$ cat src/rtl/fsab_slave_buffer_pkg.sv
// Shared FSAB field widths, opcodes and types for the slave buffer.
package fsab_slave_buffer_pkg;

  localparam int FSAB_REQ_HI          = 0;
  localparam logic [FSAB_REQ_HI:0] FSAB_REQ_RD = 1'b0;
  localparam logic [FSAB_REQ_HI:0] FSAB_REQ_WR = 1'b1;
  localparam int FSAB_DID_HI          = 3;
  localparam int FSAB_ADDR_HI         = 31;
  localparam int FSAB_LEN_HI          = 3;
  localparam int FSAB_DATA_HI         = 31;
  localparam int FSAB_MASK_HI         = 3;
  localparam int FSAB_INITIAL_CREDITS = 4;

  localparam int LEN_W = FSAB_LEN_HI + 1;

  typedef enum logic [1:0] {
    ST_IDLE   = 2'd0,
    ST_WBEATS = 2'd1,
    ST_WDROP  = 2'd2
  } cap_state_t;

  typedef struct packed {
    logic [FSAB_REQ_HI:0]  mode;
    logic [FSAB_DID_HI:0]  did;
    logic [FSAB_DID_HI:0]  subdid;
    logic [FSAB_ADDR_HI:0] addr;
    logic [FSAB_LEN_HI:0]  len;
  } fsab_cmd_t;

  localparam int CMD_W = $bits(fsab_cmd_t);
  localparam int WD_W  = (FSAB_DATA_HI + 1) + (FSAB_MASK_HI + 1);

  // Beats actually captured for a request: zero counts as one, long
  // requests are clipped to the buffer's per-transaction limit.
  function automatic logic [FSAB_LEN_HI:0] fsab_eff_len(
    input logic [FSAB_LEN_HI:0] len,
    input logic [FSAB_LEN_HI:0] max_len
  );
    if (len == '0)          return LEN_W'(1);
    else if (len > max_len) return max_len;
    else                    return len;
  endfunction

endpackage

$ cat src/rtl/fsab_slave_buffer_sync_fifo.sv
// Single-clock first-word-fall-through FIFO with occupancy counter.
// A push into a full FIFO is accepted only if a pop happens in the same cycle.
module fsab_sync_fifo #(
  parameter int WIDTH = 8,
  parameter int DEPTH = 4
) (
  input  logic             clk,
  input  logic             rst_b,
  input  logic             push,
  input  logic             pop,
  input  logic [WIDTH-1:0] din,
  output logic [WIDTH-1:0] dout,
  output logic             empty_b,
  output logic             full
);

  localparam int PTR_W = (DEPTH > 1) ? $clog2(DEPTH) : 1;
  localparam int CNT_W = $clog2(DEPTH + 1);
  localparam logic [PTR_W-1:0] PTR_LAST = PTR_W'(DEPTH - 1);

  logic [WIDTH-1:0] r_mem [DEPTH];
  logic [PTR_W-1:0] r_wr_ptr;
  logic [PTR_W-1:0] r_rd_ptr;
  logic [CNT_W-1:0] r_count;

  logic w_pop_ok;
  logic w_push_ok;

  assign empty_b   = (r_count != '0);
  assign full      = (r_count == CNT_W'(DEPTH));
  assign w_pop_ok  = pop & empty_b;
  assign w_push_ok = push & (~full | w_pop_ok);
  assign dout      = r_mem[r_rd_ptr];

  // Storage array; contents are don't-care until written, so no reset.
  always_ff @(posedge clk) begin
    if (w_push_ok) r_mem[r_wr_ptr] <= din;
  end

  // Pointers wrap at DEPTH; count tracks occupancy.
  always_ff @(posedge clk or negedge rst_b) begin
    if (!rst_b) begin
      r_wr_ptr <= '0;
      r_rd_ptr <= '0;
      r_count  <= '0;
    end else begin
      if (w_push_ok) r_wr_ptr <= (r_wr_ptr == PTR_LAST) ? '0 : r_wr_ptr + PTR_W'(1);
      if (w_pop_ok)  r_rd_ptr <= (r_rd_ptr == PTR_LAST) ? '0 : r_rd_ptr + PTR_W'(1);
      case ({w_push_ok, w_pop_ok})
        2'b10:   r_count <= r_count + CNT_W'(1);
        2'b01:   r_count <= r_count - CNT_W'(1);
        default: r_count <= r_count;
      endcase
    end
  end

endmodule

$ cat src/rtl/fsab_slave_buffer.sv
// FSAB slave buffer: captures arbiter requests into command and write-data
// FIFOs, presents them to the memory controller and returns one credit per
// dequeued command.
//
// state     | meaning
// ----------+-------------------------------------------------------------
// ST_IDLE   | waiting for a header beat
// ST_WBEATS | capturing the remaining write beats of the current request
// ST_WDROP  | discarding write beats beyond MAX_LEN of an oversize request
module fsab_slave_buffer
  import fsab_slave_buffer_pkg::*;
#(
  parameter int CMD_DEPTH  = FSAB_INITIAL_CREDITS,
  parameter int MAX_LEN    = 8,
  parameter int DATA_DEPTH = CMD_DEPTH * MAX_LEN
) (
  input  logic                  clk,
  input  logic                  rst_b,
  input  logic                  fsabo_valid,
  input  logic [FSAB_REQ_HI:0]  fsabo_mode,
  input  logic [FSAB_DID_HI:0]  fsabo_did,
  input  logic [FSAB_DID_HI:0]  fsabo_subdid,
  input  logic [FSAB_ADDR_HI:0] fsabo_addr,
  input  logic [FSAB_LEN_HI:0]  fsabo_len,
  input  logic [FSAB_DATA_HI:0] fsabo_data,
  input  logic [FSAB_MASK_HI:0] fsabo_mask,
  output logic                  fsabo_credit,
  output logic                  cmd_valid,
  output logic [FSAB_REQ_HI:0]  cmd_mode,
  output logic [FSAB_DID_HI:0]  cmd_did,
  output logic [FSAB_DID_HI:0]  cmd_subdid,
  output logic [FSAB_ADDR_HI:0] cmd_addr,
  output logic [FSAB_LEN_HI:0]  cmd_len,
  input  logic                  cmd_ready,
  output logic                  wd_valid,
  output logic [FSAB_DATA_HI:0] wd_data,
  output logic [FSAB_MASK_HI:0] wd_mask,
  input  logic                  wd_ready,
  output logic                  overflow
);

  localparam logic [FSAB_LEN_HI:0] MAX_LEN_L = LEN_W'(MAX_LEN);

  cap_state_t           r_state, w_state_nxt;
  logic [FSAB_LEN_HI:0] r_remain, w_remain_nxt;
  logic [FSAB_LEN_HI:0] r_drop, w_drop_nxt;
  logic                 r_credit;
  logic                 r_overflow;

  logic [FSAB_LEN_HI:0] w_len_eff;
  logic [FSAB_LEN_HI:0] w_len_extra;
  logic                 w_len_bad;
  logic                 w_cmd_push, w_wd_push;
  logic                 w_cmd_pop, w_wd_pop;
  logic                 w_cmd_full, w_wd_full;
  logic                 w_cmd_empty_b, w_wd_empty_b;
  fsab_cmd_t            w_cmd_in, w_cmd_head;
  logic [CMD_W-1:0]     w_cmd_dout;
  logic [WD_W-1:0]      w_wd_dout;

  // The stored length is the number of beats actually captured, so the
  // controller can always pop cmd_len beats per write without stalling.
  assign w_len_eff   = fsab_eff_len(fsabo_len, MAX_LEN_L);
  assign w_len_extra = (fsabo_len > w_len_eff) ? fsabo_len - w_len_eff : '0;
  assign w_cmd_in    = '{mode: fsabo_mode, did: fsabo_did, subdid: fsabo_subdid,
                         addr: fsabo_addr, len: w_len_eff};

  // Capture FSM: header in IDLE, remaining write beats in WBEATS, excess
  // beats of an oversize write swallowed in WDROP.
  always_comb begin
    w_state_nxt  = r_state;
    w_remain_nxt = r_remain;
    w_drop_nxt   = r_drop;
    w_cmd_push   = 1'b0;
    w_wd_push    = 1'b0;
    w_len_bad    = 1'b0;
    case (r_state)
      ST_IDLE: begin
        if (fsabo_valid) begin
          w_cmd_push = 1'b1;
          w_len_bad  = (fsabo_len == '0) || (fsabo_len > MAX_LEN_L);
          if (fsabo_mode == FSAB_REQ_WR) begin
            w_wd_push  = 1'b1;
            w_drop_nxt = w_len_extra;
            if (w_len_eff > LEN_W'(1)) begin
              w_remain_nxt = w_len_eff - LEN_W'(1);
              w_state_nxt  = ST_WBEATS;
            end else if (w_len_extra != '0) begin
              w_state_nxt = ST_WDROP;
            end
          end
        end
      end
      ST_WBEATS: begin
        if (fsabo_valid) begin
          w_wd_push    = 1'b1;
          w_remain_nxt = r_remain - LEN_W'(1);
          if (r_remain == LEN_W'(1))
            w_state_nxt = (r_drop != '0) ? ST_WDROP : ST_IDLE;
        end
      end
      ST_WDROP: begin
        if (fsabo_valid) begin
          w_drop_nxt = r_drop - LEN_W'(1);
          if (r_drop == LEN_W'(1)) w_state_nxt = ST_IDLE;
        end
      end
      default: w_state_nxt = ST_IDLE;
    endcase
  end

  // FSM and beat counter registers.
  always_ff @(posedge clk or negedge rst_b) begin
    if (!rst_b) begin
      r_state  <= ST_IDLE;
      r_remain <= '0;
      r_drop   <= '0;
    end else begin
      r_state  <= w_state_nxt;
      r_remain <= w_remain_nxt;
      r_drop   <= w_drop_nxt;
    end
  end

  assign w_cmd_pop = w_cmd_empty_b & cmd_ready;
  assign w_wd_pop  = w_wd_empty_b & wd_ready;

  // Credit follows each command dequeue by one cycle; overflow is sticky.
  always_ff @(posedge clk or negedge rst_b) begin
    if (!rst_b) begin
      r_credit   <= 1'b0;
      r_overflow <= 1'b0;
    end else begin
      r_credit   <= w_cmd_pop;
      r_overflow <= r_overflow | w_len_bad
                  | (w_cmd_push & w_cmd_full & ~w_cmd_pop)
                  | (w_wd_push & w_wd_full & ~w_wd_pop);
    end
  end

  fsab_sync_fifo #(.WIDTH(CMD_W), .DEPTH(CMD_DEPTH)) u_cmd_fifo (
    .clk     (clk),
    .rst_b   (rst_b),
    .push    (w_cmd_push),
    .pop     (cmd_ready),
    .din     (w_cmd_in),
    .dout    (w_cmd_dout),
    .empty_b (w_cmd_empty_b),
    .full    (w_cmd_full)
  );

  fsab_sync_fifo #(.WIDTH(WD_W), .DEPTH(DATA_DEPTH)) u_wd_fifo (
    .clk     (clk),
    .rst_b   (rst_b),
    .push    (w_wd_push),
    .pop     (wd_ready),
    .din     ({fsabo_data, fsabo_mask}),
    .dout    (w_wd_dout),
    .empty_b (w_wd_empty_b),
    .full    (w_wd_full)
  );

  assign w_cmd_head   = w_cmd_dout;
  assign cmd_valid    = w_cmd_empty_b;
  assign cmd_mode     = w_cmd_head.mode;
  assign cmd_did      = w_cmd_head.did;
  assign cmd_subdid   = w_cmd_head.subdid;
  assign cmd_addr     = w_cmd_head.addr;
  assign cmd_len      = w_cmd_head.len;
  assign wd_valid     = w_wd_empty_b;
  assign wd_data      = w_wd_dout[WD_W-1 -: FSAB_DATA_HI+1];
  assign wd_mask      = w_wd_dout[FSAB_MASK_HI:0];
  assign fsabo_credit = r_credit;
  assign overflow     = r_overflow;

endmodule

$ cat config.mk
export PLATFORM = sky130hd
export DESIGN_NAME = fsab_slave_buffer
export DESIGN_NICKNAME = d
export VERILOG_FILES = /design/src/rtl/fsab_slave_buffer_pkg.sv /design/src/rtl/fsab_slave_buffer_sync_fifo.sv /design/src/rtl/fsab_slave_buffer.sv
export SDC_FILE = /design/constraint.sdc
export NUM_CORES = 1
export LEC_CHECK = 0
export CORE_MARGIN = 2
export CORE_UTILIZATION = 50
export CTS_CLUSTER_DIAMETER = 40
export DETAILED_ROUTE_END_ITERATION = 12
export DONT_BUFFER_PORTS = 1
export PLACE_DENSITY = 0.76
export SYNTH_ARGS = -nofsm -noshare
export SYNTH_HDL_FRONTEND = slang
export SYNTH_HIERARCHICAL = 1
export SYNTH_SLANG_ARGS = --single-unit
$ cat constraint.sdc
create_clock -name clk -period 4.3 [get_ports clk]
set_clock_uncertainty 0.2 [all_clocks]
set_input_delay 0.645 -clock clk [delete_from_list [all_inputs] [get_ports clk]]
set_output_delay 0.645 -clock clk [all_outputs]
set_load 0.01 [all_outputs]
== Yosys cells after proc, flatten, opt, wreduce, memory -nomap -nowiden ==
Memories as Yosys holds them, arrays and structs flattened.
Cells that the tools add are included.

* $lt $le $gt $ge: 3
* Reduce and logical (&&, ||, !) cells: 14
* Bitwise logic cells: 17
* $add $sub $neg: 12
* Mux-type cells: 39
* Equality and inequality tests: 22

{| class="wikitable"
|+ Operator list
! operator !! number
|-
| 4-bit 2-to-1 mux || 10
|-
| 2-bit 2-to-1 mux || 11
|-
| 4-bit one-hot mux with 2 select lines || 2
|-
| 2-bit inequality test, second input constant || 7
|-
| 6-bit one-hot mux with 2 select lines || 1
|-
| 4-bit by 1-bit subtractor with 4-bit output, second input constant || 3
|-
| 5-bit by 1-bit adder with 5-bit output, second input constant || 2
|-
| 2-bit equality test, second input constant || 5
|-
| 5-bit equality test, second input constant || 2
|-
| 1-bit 2-to-1 mux || 10
|-
| 5-bit 2-to-1 mux || 2
|-
| 1-bit bitwise AND || 8
|-
| 4-bit by 1-bit equality test with 1-bit output, second input constant || 2
|-
| 2-bit nonzero test || 4
|-
| 4-bit nonzero test || 2
|-
| 7-bit AND reduction || 1
|-
| 6-bit by 1-bit adder with 6-bit output, second input constant || 1
|-
| 2-bit by 1-bit equality test with 1-bit output, second input constant || 3
|-
| 6-bit equality test, second input constant || 1
|-
| 2-bit one-hot mux with 3 select lines || 1
|-
| 3-bit one-hot mux with 2 select lines || 1
|-
| 6-bit nonzero test || 1
|-
| 6-bit by 1-bit subtractor with 6-bit output, second input constant || 1
|-
| 1-bit bitwise OR || 5
|-
| 17 further kinds || 21
|}

* Memory bits (writable): 1,332
* Register bits: 35
* Bits of input ports: 86
* Memories: 2
* Output and inout port bits: 85
* Logic and storage cells: 120

{| class="wikitable"
|+ Memories
! memory !! depth !! bits a word !! rd ports !! clocked after memory_dff !! write ports !! RTL line !! text
|-
| u_wd_fifo.r_mem || 32 || 36 || 1 || 0 || 1 || fsab_slave_buffer_sync_fifo.sv:21 || <nowiki>logic [WIDTH-1:0] r_mem [DEPTH];</nowiki>
|-
| u_cmd_fifo.r_mem || 4 || 45 || 1 || 0 || 1 || fsab_slave_buffer_sync_fifo.sv:21 ||
|}

== Logic depth before layout (Yosys ltp) ==
Gate-level depths: netlist of the first run.

* Depth in word-level cells: 11
* Gate-level depth with buffers: 12
* Depth with buffers taken out: 10

== Hierarchy ==
The synthesis of the first run kept the hierarchy.

{| class="wikitable"
|+ By module, submodules not included
! module !! times used !! sequential area each (um2) !! area an instance (um2) !! cells each
|-
| fsab_sync_fifo at u_wd_fifo || 1 || 34,993.6 || 44,794.2 || 1,783
|-
| fsab_sync_fifo at u_cmd_fifo || 1 || 5,580.4 || 7,005.5 || 284
|-
| fsab_slave_buffer || 1 || 300.3 || 1,008.5 || 115
|}

== Worst setup path after synthesis of the first run ==
OpenSTA, ideal clock, no wires.

* Path type: input to register
* Start: input port fsabo_valid
* End: memory u_wd_fifo/r_mem[31][0] (netlist name) (enable)
* Arrival time: 3,070 ps
* Buffers on the path: 1
* Setup time: 429 ps
* Required time: 3,671 ps
* Stages: 6
* Slack: 601 ps
* Cell sequence: inv_1 > nor3_1 > buf_4 > o21a_1 > nand2_1 > nor2_1

* Word-level cells in the longest chain between the ends: 5
* Elaborated cells on any way between the ends: 6
* Those cells by class: mux: 5; bitwise: 1

{| class="wikitable"
|+ RTL lines
! what !! RTL line !! text
|-
| start: declaration || fsab_slave_buffer.sv:19 || <nowiki>input logic fsabo_valid,</nowiki>
|-
| 1-bit 2-to-1 mux, on equally long branches || fsab_slave_buffer.sv:95, fsab_slave_buffer.sv:79 ||
|-
| 1-bit one-hot mux with 2 select lines (*) || fsab_slave_buffer.sv:77 || <nowiki>case (r_state)</nowiki>
|-
| via w_wd_push || fsab_slave_buffer.sv:53 || <nowiki>logic w_cmd_push, w_wd_push;</nowiki>
|-
| 1-bit bitwise AND (*) || fsab_slave_buffer_sync_fifo.sv:32 || <nowiki>assign w_push_ok = push & (~full | w_pop_ok);</nowiki>
|-
| 1-bit 2-to-1 mux (*) || fsab_slave_buffer_sync_fifo.sv:37 || <nowiki>if (w_push_ok) r_mem[r_wr_ptr] <= din;</nowiki>
|-
| 1-bit 2-to-1 mux (not written as such) (*) || fsab_slave_buffer_sync_fifo.sv:37 ||
|-
| end: declaration || fsab_slave_buffer_sync_fifo.sv:21 ||
|}

The timed path passes the listed nets; every way through them passes the cells marked *.

== Worst setup path after layout of the first run ==
* Start: register u_wd_fifo.r_rd_ptr[2]
* End: output port wd_data[8]

* Word-level cells in the longest chain between the ends: 1

{| class="wikitable"
|+ RTL lines
! what !! RTL line !! text
|-
| start: declaration || fsab_slave_buffer_sync_fifo.sv:23 || <nowiki>logic [PTR_W-1:0] r_rd_ptr;</nowiki>
|-
| start signal: assignment || fsab_slave_buffer_sync_fifo.sv:48 || <nowiki>if (w_pop_ok) r_rd_ptr <= (r_rd_ptr == PTR_LAST) ? '0 : r_rd_ptr + PTR_W'(1);</nowiki>
|-
| memory read 32 x 36 bit || - ||
|-
| end: declaration || fsab_slave_buffer.sv:36 || <nowiki>output logic [FSAB_DATA_HI:0] wd_data,</nowiki>
|}

No other way between the ends.

==> results.txt, run 1 <==
The number of DRC markers after the initial detailed-route iteration is 3363. The arrival time of data at the critical path endpoint is 3.32 ns. In this run the core area contains 119 standard-cell rows.

In this run the deepest clock path goes through 3 buffers. The transition at the pin with the smallest max-transition slack came out at 1.21 ns. The fill cell total of the finished layout came out at 6955. The number of instances on the worst hold path came out at 1.

The post-route cell area is 61500 µm². The run finished with clean final reports. The endpoint required time on the critical path is 3.45 ns. The path type of the worst min-delay path is in -> reg.

The average wire per cell in the routed design came out at 31.8 µm. The die width is 329 µm. On the worst path, the slowest cell contributes a delay of 0.70 ns. The final HPWL from detailed placement is 65900 µm.

The clock period minus worst slack came out at 4.17 ns. The area of the die is 108000 µm². In the post-synthesis netlist, the biggest area contributors are sky130_fd_sc_hd__edfxtp_1, sky130_fd_sc_hd__mux4_2, sky130_fd_sc_hd__dfrtp_1, sky130_fd_sc_hd__mux2_2, sky130_fd_sc_hd__ha_1. During placement, the flow inserted port buffers numbering 0. The most critical setup path has its startpoint at u_wd_fifo/r_rd_ptr[2]. Headroom to the max-slew limit came out at 18.8%. The startpoint identified for the worst hold timing path is fsabo_len[2]. The clock transition at the register clock pins on the worst setup and hold paths after CTS is 0.06 ns. The average footprint of a synthesized cell came out at 24.2 µm². Once the floorplan was initialized, standard cells occupied 50.3% of the core. The post-place setup slack came out at 0.682 ns. The count of instances resized after the clock tree is built came out at 0.

The number of global-route vias before repair is 26086. TritonCTS built the clock tree. The critical path endpoint category is an output port.

In the finished design, the share of the clock period the worst path needs comes to 96.9%. The wire length of the first global-routing pass came out at 182000 µm. The mapped cell area came out at 52800 µm². The minimum setup slack in the final design came out at 0.131 ns. The overall track demand over capacity in global routing came out at 23.4%. Across the run, the number of max-cap violations was 0. For this design the static power due to leakage is 19.4 nW.

The sum of negative setup slack came out at 0 ns. The biggest area contributor in the post-synthesis netlist is sky130_fd_sc_hd__edfxtp_1. The sequential cell area is 40900 µm². The worst register-to-register path ends at u_wd_fifo/r_mem[8][12]. The peak fanout along the critical path is 81. The ratio of cells with drive above 1 in the final layout is 33.1%. For this run, the post-layout net count is 2530. The top cell type's share of synthesized area is 75.7%. The number of enable-type register cells in the synthesized netlist is 1332. The post-route core utilization came out at 58.6%.

The reg-to-reg setup timing slack is 0.65 ns. 171 I/O pins were placed. The layout-stage area growth over the synthesis result came out at 16.4%. Global routing finished with a remaining overflow of 0.

Setup repair after global routing left no endpoint under its margin. The power density over the cells is 615 nW/µm². The maximum ir drop on the vdd rail is 0.444 mV.

The count of nets left with antenna violations once routing finished came out at 0. The max-slew violation total from the final report came out at 0. The synthesized netlist net count is 2295. The depth of the most critical reg-to-reg path is 6. The initial antenna violation count came out at 5.

The multi-input gate area in the final layout came out at 11500 µm². The clock insertion delay at the later pin of the skew report is 0.77 ns. The cell area reported after detailed placement came out at 55400 µm².

The share of the Yosys chip area taken by registers is 77.4%. The number of distinct library cells after synthesis came out at 65. The number of clock buffers added by TritonCTS is 153.

The setup path with the least slack is of type reg -> out. The total area inside the core boundary comes to 105000 µm². The worst hold path terminates at u_cmd_fifo/r_mem[3][2]. The number of vias after detailed routing is 24960. The cell at the slowest stage of the critical path is sky130_fd_sc_hd__dfrtp_4.

The clock drives 1367 sinks. The via density per instance came out at 6.34. The clock tree synthesis step divided the H-tree into 4 levels. The synthesized instance count came out at 2182. Counting flops with an async set or reset pin after synthesis yields a share of 2.56%. The total power draw is 37.8 mW. The routability congestion estimate is 0.783.

In this run the critical register-to-register path is launched from r_state[0]. The pin count of the biggest net entering global routing came out at 82. The tree is rooted in a sky130_fd_sc_hd__clkbuf_16. The detailed-route DRC error count is 0.

The startpoint type of the worst setup path is a register. Walking the worst path, the cells encountered are buf_12 -> mux4_2 -> mux4_2 -> mux2_2. The final number of setup-violating endpoints is 0. The first-pass iteration count of the detailed router came out at 6.

The wire length reported by the detailed router came out at 125000 µm. The most instantiated flip-flop cell in the synthesis netlist is sky130_fd_sc_hd__edfxtp_1. Among the stages of the critical path, the cell type that occurs most often is sky130_fd_sc_hd__mux4_2.

The final number of hold-violating endpoints was 0. The flip-flop and latch count after synthesis came out at 1367. The fmax came out at 0.240 GHz.

The number of warning messages in the yosys log came out at 6. The die boundary height is 329 µm.
## worst max path at each step
stage | endpoint | slack (ns) | cells after the start
5_1_grt | wd_mask[0] | 0.08 | 4
3_3_place_gp | u_wd_fifo/r_mem[8][9] | 0.70 | 6
6_report | wd_data[8] | 0.13 | 4
4_1_cts | wd_mask[0] | 0.08 | 4
3_5_place_dp | u_wd_fifo/r_mem[17][19] | 0.68 | 6
2_1_floorplan | u_wd_fifo/r_mem[31][0] | 0.60 | 6
## worst max-delay path: cells and delay by family, from the launching register on
family / cells / cell delay, ns
flops: 1 / 0.70
buf+inv: 1 / 0.42
mux: 3 / 1.27
## metal layers
metal / GRT usage, % / wire length [µm] / up-vias
li1: - / - / 9878
met4: 9.08 / 4450 / 4
met1: 31.0 / 45900 / 13305
met5: 0 / 27 / -
met2: 38.3 / 62900 / 1502
met3: 5.30 / 11800 / 271
## sequential cells by signal, summed over array words and instances, names as in the netlist
| signal | cells |
|---|---|
| u_cmd_fifo/r_count | 3 |
| u_wd_fifo/r_wr_ptr | 5 |
| overflow | 1 |
| u_cmd_fifo/r_rd_ptr | 2 |
| u_cmd_fifo/r_wr_ptr | 2 |
| r_state | 2 |
| r_drop | 4 |
| u_wd_fifo/r_count | 6 |
| fsabo_credit | 1 |
| u_wd_fifo/r_rd_ptr | 5 |
| u_cmd_fifo/r_mem | 180 |
| u_wd_fifo/r_mem | 1152 |
| r_remain | 4 |
## cells in the mapped netlist, types with 11 or more instances
| master | n |
|---|---|
| sky130_fd_sc_hd__nor2_1 | 50 |
| sky130_fd_sc_hd__mux2_2 | 43 |
| sky130_fd_sc_hd__ha_1 | 25 |
| sky130_fd_sc_hd__nand2_1 | 22 |
| sky130_fd_sc_hd__inv_1 | 27 |
| sky130_fd_sc_hd__o21ai_0 | 18 |
| sky130_fd_sc_hd__buf_6 | 12 |
| sky130_fd_sc_hd__mux4_2 | 405 |
| sky130_fd_sc_hd__edfxtp_1 | 1332 |
| sky130_fd_sc_hd__clkbuf_1 | 50 |
| sky130_fd_sc_hd__a21oi_1 | 11 |
| sky130_fd_sc_hd__dfrtp_1 | 35 |
| sky130_fd_sc_hd__buf_2 | 28 |
## through the flow
step | cells | hold slack, ns
2_1_floorplan | 2182 | 0.149
3_3_place_gp | 3558 | 0.151
3_5_place_dp | 3558 | 0.151
4_1_cts | 3931 | 0.00535
5_1_grt | 3932 | 0.0435
6_report | 3934 | 0.0613
## repair_timing
| action | in CTS | in global routing |
|---|---|---|
| setup endpoints to repair | 11 | 0 |
| hold buffers | 89 | 0 |
| hold endpoints to repair | 1381 | 0 |
| buffers inserted | 6 | 0 |
## cells in the final DEF, fill, tap and decap left out, types with 18 or more instances in the layout
master and instances:
sky130_fd_sc_hd__edfxtp_1 1332, sky130_fd_sc_hd__inv_1 27, sky130_fd_sc_hd__nor2_1 18, sky130_fd_sc_hd__nor2_4 32
sky130_fd_sc_hd__buf_4 61, sky130_fd_sc_hd__clkbuf_1 26, sky130_fd_sc_hd__nand2_1 22, sky130_fd_sc_hd__dlygate4sd3_1 84
sky130_fd_sc_hd__clkbuf_16 157, sky130_fd_sc_hd__buf_12 39, sky130_fd_sc_hd__dfrtp_1 28, sky130_fd_sc_hd__o21ai_0 18
sky130_fd_sc_hd__mux4_2 405, sky130_fd_sc_hd__clkinv_1 20, sky130_fd_sc_hd__mux2_2 43, sky130_fd_sc_hd__ha_1 25
## layout make-up
cell class | count | area share (%)
timing repair buffer | 184 | 3.38
antenna | 3 | 0.0122
tap | 1391 | 2.83
sequential | 1367 | 66.5
clock inverter | 95 | 1.77
inverter | 27 | 0.165
clock buffer | 183 | 6.55
multi-input combinational | 684 | 18.8
## logic make-up after synthesis
logic type | share of synthesized area [%]
multiplexers | 18.4
flip-flops | 77.4
AO/OA/AOI/OAI | 0.945
XOR/XNOR | 0.149
AND/OR/NAND/NOR | 1.27
adder cells (fa/ha/maj) | 0.668
buffers and inverters | 1.21
## report_power, final
part	internal (mW)	switching [mW]	leakage, nW
Combinational	4.14	4.50	4.50
Sequential	15.4	0.740	12.4
Clock	7.69	5.37	2.45
Note: power is estimated with default switching activity, not from simulation.
==> run 2: changes to the inputs <==
--- a/config.mk
+++ b/config.mk
@@ -5,6 +5,7 @@
 export SDC_FILE = /design/constraint.sdc
 export NUM_CORES = 1
 export LEC_CHECK = 0
+export ABC_CLOCK_PERIOD_IN_PS = 4300
 export CORE_MARGIN = 2
 export CORE_UTILIZATION = 50
 export CTS_CLUSTER_DIAMETER = 40
==> results of run 2 <==
Same layout as run 1: the final DEF is identical, and so are final timing and power.
==> run 3: changes to the inputs <==
--- a/config.mk
+++ b/config.mk
@@ -16,3 +16,4 @@
 export SYNTH_HDL_FRONTEND = slang
 export SYNTH_HIERARCHICAL = 1
 export SYNTH_SLANG_ARGS = --single-unit
+export TNS_END_PERCENT = 30
==> results of run 3 <==
Same layout as run 1: the final DEF is identical, and so are final timing and power.
